==> src/rtl/fpu_comp_pkg.sv <==
// Shared types, pipeline limits and IEEE-754 field helpers for the pipelined
// floating-point comparator.
package fpu_comp_pkg;

    localparam int PIPE_STAGES_MIN = 1;
    localparam int PIPE_STAGES_MAX = 3;
    localparam int FP_MAX_W        = 64;

    typedef enum logic [2:0] {
        OP_EQ  = 3'd0,
        OP_LT  = 3'd1,
        OP_LE  = 3'd2,
        OP_GT  = 3'd3,
        OP_GE  = 3'd4,
        OP_NE  = 3'd5,
        OP_UN  = 3'd6,
        OP_ORD = 3'd7
    } comp_op_e;

    // Operand classification carried from the first stage to the decision stage.
    typedef struct packed {
        comp_op_e op;
        logic     a_nan;
        logic     b_nan;
        logic     a_zero;
        logic     b_zero;
        logic     mag_lt;
        logic     mag_eq;
        logic     a_sign;
        logic     b_sign;
    } comp_pre_t;

    function automatic logic [FP_MAX_W-1:0] fp_man(input logic [FP_MAX_W-1:0] v,
                                                   input int man_w);
        return v & ((64'd1 << man_w) - 64'd1);
    endfunction

    function automatic logic [FP_MAX_W-1:0] fp_exp(input logic [FP_MAX_W-1:0] v,
                                                   input int exp_w, input int man_w);
        return (v >> man_w) & ((64'd1 << exp_w) - 64'd1);
    endfunction

    function automatic logic fp_is_nan(input logic [FP_MAX_W-1:0] v,
                                       input int exp_w, input int man_w);
        return (fp_exp(v, exp_w, man_w) == ((64'd1 << exp_w) - 64'd1)) &&
               (fp_man(v, man_w) != 64'd0);
    endfunction

    function automatic logic fp_is_zero(input logic [FP_MAX_W-1:0] v,
                                        input int exp_w, input int man_w);
        return (fp_exp(v, exp_w, man_w) == 64'd0) && (fp_man(v, man_w) == 64'd0);
    endfunction

    function automatic logic fp_sign(input logic [FP_MAX_W-1:0] v,
                                     input int exp_w, input int man_w);
        return ((v >> (exp_w + man_w)) & 64'd1) != 64'd0;
    endfunction

endpackage

==> src/rtl/fpu_comp_slice.sv <==
// Generic valid/ready register slice; ready looks ahead through a full stage
// so a chain of slices sustains one transfer per cycle.
module fpu_comp_slice #(
    parameter int DATA_W = 8
) (
    input  logic              clk,
    input  logic              rst_n,
    input  logic              in_valid,
    input  logic [DATA_W-1:0] in_data,
    output logic              in_ready,
    output logic              out_valid,
    output logic [DATA_W-1:0] out_data,
    input  logic              out_ready
);

    logic              vld_d;
    logic              vld_q;
    logic [DATA_W-1:0] data_d;
    logic [DATA_W-1:0] data_q;

    // Next-state: load on ready, keep the last payload when a bubble enters.
    always_comb begin
        in_ready = ~vld_q | out_ready;
        vld_d    = vld_q;
        data_d   = data_q;
        if (in_ready) begin
            vld_d = in_valid;
            if (in_valid) begin
                data_d = in_data;
            end else begin
                data_d = data_q;
            end
        end else begin
            vld_d  = vld_q;
            data_d = data_q;
        end
    end

    // Stage registers; reset empties the stage and clears the payload.
    always_ff @(posedge clk or negedge rst_n) begin
        if (!rst_n) begin
            vld_q  <= 1'b0;
            data_q <= {DATA_W{1'b0}};
        end else begin
            vld_q  <= vld_d;
            data_q <= data_d;
        end
    end

    assign out_valid = vld_q;
    assign out_data  = data_q;

endmodule

==> src/rtl/fpu_comp_pipe.sv <==
// Pipelined IEEE-754 comparator with AXI-Stream join on A/B and a selectable predicate.
// Optional FPU_COMP_UNORD_FLAG_EN adds m_axis_result_tuser carrying the unordered flag.
module fpu_comp_pipe
    import fpu_comp_pkg::*;
#(
    parameter  int EXP_W       = 5,
    parameter  int MAN_W       = 10,
    parameter  int OUT_W       = 8,
    parameter  int PIPE_STAGES = 2,
    localparam int FP_W        = 1 + EXP_W + MAN_W
) (
    input  logic             aclk,
    input  logic             aresetn,
    input  logic [FP_W-1:0]  s_axis_a_tdata,
    input  logic             s_axis_a_tvalid,
    output logic             s_axis_a_tready,
    input  logic [FP_W-1:0]  s_axis_b_tdata,
    input  logic             s_axis_b_tvalid,
    output logic             s_axis_b_tready,
    input  logic [2:0]       s_axis_op_tdata,
    output logic [OUT_W-1:0] m_axis_result_tdata,
    output logic             m_axis_result_tvalid,
`ifdef FPU_COMP_UNORD_FLAG_EN
    output logic             m_axis_result_tuser,
`endif
    input  logic             m_axis_result_tready
);

    localparam int PRE_W = $bits(comp_pre_t);
`ifdef FPU_COMP_UNORD_FLAG_EN
    localparam int RES_W = OUT_W + 1;
`else
    localparam int RES_W = OUT_W;
`endif

    logic             in_vld_s;
    logic             rdy1_s;
    logic             adv_s;
    logic [PRE_W-1:0] pre_s;
    logic [PRE_W-1:0] fin_pre_s;
    logic             fin_vld_s;
    logic             fin_rdy_s;
    logic [RES_W-1:0] res_in_s;
    logic [RES_W-1:0] res_data_s;

    function automatic logic [PRE_W-1:0] cmp_prepare(input logic [FP_W-1:0] a,
                                                     input logic [FP_W-1:0] b,
                                                     input logic [2:0]      op);
        comp_pre_t             p;
        logic [FP_MAX_W-1:0]   av;
        logic [FP_MAX_W-1:0]   bv;
        av             = {FP_MAX_W{1'b0}};
        bv             = {FP_MAX_W{1'b0}};
        av[FP_W-1:0]   = a;
        bv[FP_W-1:0]   = b;
        p.op           = comp_op_e'(op);
        p.a_nan        = fp_is_nan(av, EXP_W, MAN_W);
        p.b_nan        = fp_is_nan(bv, EXP_W, MAN_W);
        p.a_zero       = fp_is_zero(av, EXP_W, MAN_W);
        p.b_zero       = fp_is_zero(bv, EXP_W, MAN_W);
        p.mag_lt       = a[FP_W-2:0] < b[FP_W-2:0];
        p.mag_eq       = a[FP_W-2:0] == b[FP_W-2:0];
        p.a_sign       = fp_sign(av, EXP_W, MAN_W);
        p.b_sign       = fp_sign(bv, EXP_W, MAN_W);
        return p;
    endfunction

    // Negative operands order by reversed magnitude; +0 and -0 are equal.
    function automatic logic [RES_W-1:0] cmp_finish(input logic [PRE_W-1:0] pre_v);
        comp_pre_t        p;
        logic             unord;
        logic             eq;
        logic             lt;
        logic             gt;
        logic             pred;
        logic [RES_W-1:0] res;
        p     = comp_pre_t'(pre_v);
        unord = p.a_nan | p.b_nan;
        eq    = ~unord & (((p.a_sign == p.b_sign) & p.mag_eq) | (p.a_zero & p.b_zero));
        lt    = ~unord & ~eq & ((p.a_sign & ~p.b_sign) |
                                (~p.a_sign & ~p.b_sign & p.mag_lt) |
                                (p.a_sign & p.b_sign & ~p.mag_lt & ~p.mag_eq));
        gt    = ~unord & ~eq & ~lt;
        case (p.op)
            OP_EQ:   pred = eq;
            OP_LT:   pred = lt;
            OP_LE:   pred = lt | eq;
            OP_GT:   pred = gt;
            OP_GE:   pred = gt | eq;
            OP_NE:   pred = ~eq;
            OP_UN:   pred = unord;
            OP_ORD:  pred = ~unord;
            default: pred = 1'b0;
        endcase
        res    = {RES_W{1'b0}};
        res[0] = pred;
`ifdef FPU_COMP_UNORD_FLAG_EN
        res[RES_W-1] = unord;
`endif
        return res;
    endfunction

    // Join: A and B are taken together, never while reset is asserted.
    always_comb begin
        in_vld_s = s_axis_a_tvalid & s_axis_b_tvalid & aresetn;
        adv_s    = in_vld_s & rdy1_s;
        pre_s    = cmp_prepare(s_axis_a_tdata, s_axis_b_tdata, s_axis_op_tdata);
        res_in_s = cmp_finish(fin_pre_s);
    end

    assign s_axis_a_tready = adv_s;
    assign s_axis_b_tready = adv_s;

    generate
        if (PIPE_STAGES < PIPE_STAGES_MIN || PIPE_STAGES > PIPE_STAGES_MAX) begin : g_bad
            $error("fpu_comp_pipe: PIPE_STAGES must be 1..3");
        end else if (PIPE_STAGES == 1) begin : g_one
            assign fin_pre_s = pre_s;
            assign fin_vld_s = in_vld_s;
            assign rdy1_s    = fin_rdy_s;
        end else if (PIPE_STAGES == 2) begin : g_two
            fpu_comp_slice #(.DATA_W(PRE_W)) u_stage1 (
                .clk       (aclk),
                .rst_n     (aresetn),
                .in_valid  (in_vld_s),
                .in_data   (pre_s),
                .in_ready  (rdy1_s),
                .out_valid (fin_vld_s),
                .out_data  (fin_pre_s),
                .out_ready (fin_rdy_s)
            );
        end else begin : g_three
            logic             mid_vld_s;
            logic             mid_rdy_s;
            logic [PRE_W-1:0] mid_pre_s;
            fpu_comp_slice #(.DATA_W(PRE_W)) u_stage1 (
                .clk       (aclk),
                .rst_n     (aresetn),
                .in_valid  (in_vld_s),
                .in_data   (pre_s),
                .in_ready  (rdy1_s),
                .out_valid (mid_vld_s),
                .out_data  (mid_pre_s),
                .out_ready (mid_rdy_s)
            );
            fpu_comp_slice #(.DATA_W(PRE_W)) u_stage2 (
                .clk       (aclk),
                .rst_n     (aresetn),
                .in_valid  (mid_vld_s),
                .in_data   (mid_pre_s),
                .in_ready  (mid_rdy_s),
                .out_valid (fin_vld_s),
                .out_data  (fin_pre_s),
                .out_ready (fin_rdy_s)
            );
        end
    endgenerate

    fpu_comp_slice #(.DATA_W(RES_W)) u_result (
        .clk       (aclk),
        .rst_n     (aresetn),
        .in_valid  (fin_vld_s),
        .in_data   (res_in_s),
        .in_ready  (fin_rdy_s),
        .out_valid (m_axis_result_tvalid),
        .out_data  (res_data_s),
        .out_ready (m_axis_result_tready)
    );

    assign m_axis_result_tdata = res_data_s[OUT_W-1:0];
`ifdef FPU_COMP_UNORD_FLAG_EN
    assign m_axis_result_tuser = res_data_s[RES_W-1];
`endif

endmodule

==> config.mk <==
export PLATFORM = sky130hd
export DESIGN_NAME = fpu_comp_pipe
export DESIGN_NICKNAME = d
export VERILOG_FILES = /design/src/rtl/fpu_comp_pkg.sv /design/src/rtl/fpu_comp_slice.sv /design/src/rtl/fpu_comp_pipe.sv
export SDC_FILE = /design/constraint.sdc
export NUM_CORES = 1
export LEC_CHECK = 0
export CAP_MARGIN = 40
export CORE_ASPECT_RATIO = 1.2
export CORE_MARGIN = 5
export CORE_UTILIZATION = 34
export DETAILED_ROUTE_END_ITERATION = 7
export PLACE_DENSITY = 0.66
export RECOVER_POWER = 50
export REMOVE_ABC_BUFFERS = 1
export SLEW_MARGIN = 0
export SYNTH_ARGS = -nofsm -noshare
export SYNTH_HDL_FRONTEND = slang
export SYNTH_SLANG_ARGS = --single-unit
==> constraint.sdc <==
create_clock -name aclk -period 2.2 [get_ports aclk]
set_input_delay 0.44 -clock aclk [delete_from_list [all_inputs] [get_ports aclk]]
set_output_delay 0.44 -clock aclk [all_outputs]
set_load 0.01 [all_outputs]
==> results.toml <==
[power]
total_power_mw = 0.8693
ir_worst_vdd_mv = 0.1807
power_density_mw_per_mm2 = 491.0
leakagePower_nw = 0.8552

[clocking]
clkLatencyLatePin_ns = 0.24
cts.path.max_buffers = 2
cts.sinks = 14
root_buffer = "clkbuf_8"
clkTransAtPathRegs_ns = 0.06
cts_tree = "done"
htree_levels = 1
numCtsBuffers = 3

[timing]
relSlewSlack = 0.5027
tightest_slew_ns = 0.7460
hold_viol = 0
slew_viol_final = 0
setup_violations = 0
min_period_over_period = 0.9489
clock_skew_ns = 0.002782
max_freq_mhz = 479.0
period_needed_ns = 2.087
rsz0062_at_grt = "false"

[detailed_routing]
wl_met2_mm = 1.669
wl_met3_um = 158
drtAntennaViolNets = 0
wl_per_cell_um = 13.67
dr.first_iter.drc_count = 70
highest_layer = "met4"
vias = 1191
viasPerCell = 5.270
drt-total-wl_mm = 3.089
drc = 0
wl_met1_mm = 1.233
drt_first_pass_iters = 4

[grt]
grt_overflow = 0
grt_pass1_wl_mm = 5.181
antenna_found_initial = 0
grt_start_max_net_pins = 18
grt_usage = 0.1275
grt_pass1_vias = 1285

[min_path]
holdCritStartpoint = "g_two.u_stage1.out_data[6]"
hold_class = "flip-flop to flip-flop"
worstHoldPathCells = 2
min_to = "g_two.u_stage1.out_data[6]"

[die]
io_pins = 51
rows = 24
die_area_mm2 = 0.004934
die_h_um = 75.95
core_area_mm2 = 0.003573
start_util = 0.3449
die_w_um = 64.96

[yosys]
synthCells = 140
syn_area_per_cell_um2 = 8.803
post_synth_num_cell_types = 36
yosysSeqAreaShare = 0.2843
synthFlopType = "dfrtp_1"
synth_area_leader_cell = "dfrtp_1"
yosys-top-cells-area = "dfrtp_1, ha_1, inv_1"
synth_edf_count = 0
ys.warnings.count = 0
netlist_area_mm2 = 0.001232
synth-seq-cells = 14
synth_top_area_frac = 0.2843
async_reset_ff_frac = 1.000

[setup_path]
r2r_setup_slack_ns = 0.37
r2r-start = "g_two.u_stage1.out_data[1]"
crit_type = "input port to output pin"
end_kind = "output pin"
reg2reg_depth = 5
start_kind = "input port"
timing.rr.end = "u_result.out_data[0]"
crit_required_ns = 1.76
worstPathArrival_ns = 1.65
crit_fanout = 2

[job]
drv_cap = 0

[placed_design]
placed_cell_area_mm2 = 0.001697
io_buffers = 43
gp_congestion = 0.8350
hpwl_mm = 2.681

[cells_and_area]
area_growth_syn_to_layout_pct = 43.65
nNetsFinal = 246
diodes = 0
final_area_mm2 = 0.001770
drive_gt1_frac = 0.09091

[run_status]
status = "complete, no violations"
## worst max-delay path: stages
cell	delay, ns
dlygate4sd3_1	0.54
nand3b_1	0.22
nand2b_4	0.12
inv_1	0.05
dlygate4sd2_1	0.28
## where the power goes
part / leakage [nW] / internal [mW] / switching, mW
clock network: 0.0288 / 0.158 / 0.0886
registers: 0.180 / 0.290 / 0.0348
logic: 0.647 / 0.176 / 0.121
## metrics by stage
stage	std cells	setup TNS (ns)	utilization	worst slack (ns)	hold WS, ns
after floorplan	136	0	-	0.3532	0.1444
after global placement	222	-0.4492	0.4748	-0.1921	0.4634
after detailed placement	222	-0.4918	0.4748	-0.1982	0.4754
after CTS	226	0	0.4916	0.05571	0.4943
after global routing	226	0	0.4954	0.04899	0.5152
final	226	0	0.4954	0.1125	0.4836
## layout make-up
| cell class | instances | area, um^2 |
|---|---|---|
| fillers | 351 | 1803 |
| multi-input cells | 103 | 790.8 |
| repair buffers | 47 | 454.2 |
| flip-flops and latches | 14 | 350.3 |
| inverters | 19 | 71.32 |
| clock buffers | 4 | 55.05 |
| well taps | 39 | 48.80 |
## kinds of logic after synthesis
family | share of synthesized area
and+or+nand+nor | 0.2061
buffers and inverters | 0.1127
AOI/OAI and AO/OA | 0.1574
adders and majority gates | 0.1827
DFF | 0.2843
muxes | 0.05380
other | 0.003043
## worst max-delay path by stage
| stage | cells past startpoint | end | slack [ns] | from |
|---|---|---|---|---|
| 5_1_grt | 7 | g_two.u_stage1.out_data[3] | 0.05 | s_axis_b_tdata[8] |
| 4_1_cts | 7 | g_two.u_stage1.out_data[3] | 0.06 | s_axis_b_tdata[10] |
| 3_5_place_dp | 7 | g_two.u_stage1.out_data[3] | -0.20 | s_axis_b_tdata[10] |
| 2_1_floorplan | 6 | g_two.u_stage1.out_data[3] | 0.35 | s_axis_b_tdata[10] |
| 6_report | 5 | s_axis_a_tready | 0.11 | m_axis_result_tready |
| 3_3_place_gp | 7 | g_two.u_stage1.out_data[3] | -0.19 | s_axis_b_tdata[10] |
## layout by cell type (no fill, tap or decap), types with 2 or more instances in the layout
cell and instances:
clkdlybuf4s50_1 39, inv_1 19, ha_1 17, dfrtp_1 14, nand2_1 12, conb_1 7
nand4_1 5, a21oi_1 5, mux2_2 5, nand2b_1 5, nand3_1 4, nor2_1 4
nor4_1 4, o41ai_1 4, clkbuf_8 4, o21ai_0 3, buf_4 3, nand3b_1 2
a21o_1 2, a2111o_1 2, and3_1 2, dlygate4sd3_1 2, dlygate4sd2_1 2
## Yosys cell counts, types with 2 or more instances
library cell and n:
nor2_1 4, buf_4 8, nand2_1 12, nand4_1 5, o41ai_1 4, mux2_2 5
nand3_1 4, ha_1 18, o21ai_0 4, a21oi_1 5, nand3b_1 2, nor4_1 4
dfrtp_1 14, a2111o_1 2, nand2b_1 6, inv_1 19, and3_1 3, clkbuf_1 2
a21o_1 2
## routing by layer
layer | GRT usage | vias to the layer above
met3 | 0.02811 | 4
met1 | 0.1333 | 557
li1 | - | 592
met2 | 0.2508 | 38
met5 | 0 | -
met4 | 0.02537 | 0
## flip-flops by register name (all words and copies together), names as in the netlist
name / cells
g_two.u_stage1.out_valid: 1
u_result.out_valid: 1
g_two.u_stage1.out_data: 11
u_result.out_data: 1
## timing repair
action,4_1_cts,5_1_grt
resized for setup,3,3
gates cloned,0,0
hold buffers,0,0
endpoints found under the hold margin,0,0
setup buffers,0,0
setup endpoints to repair,2,1
(Power assumes the default switching activity.)
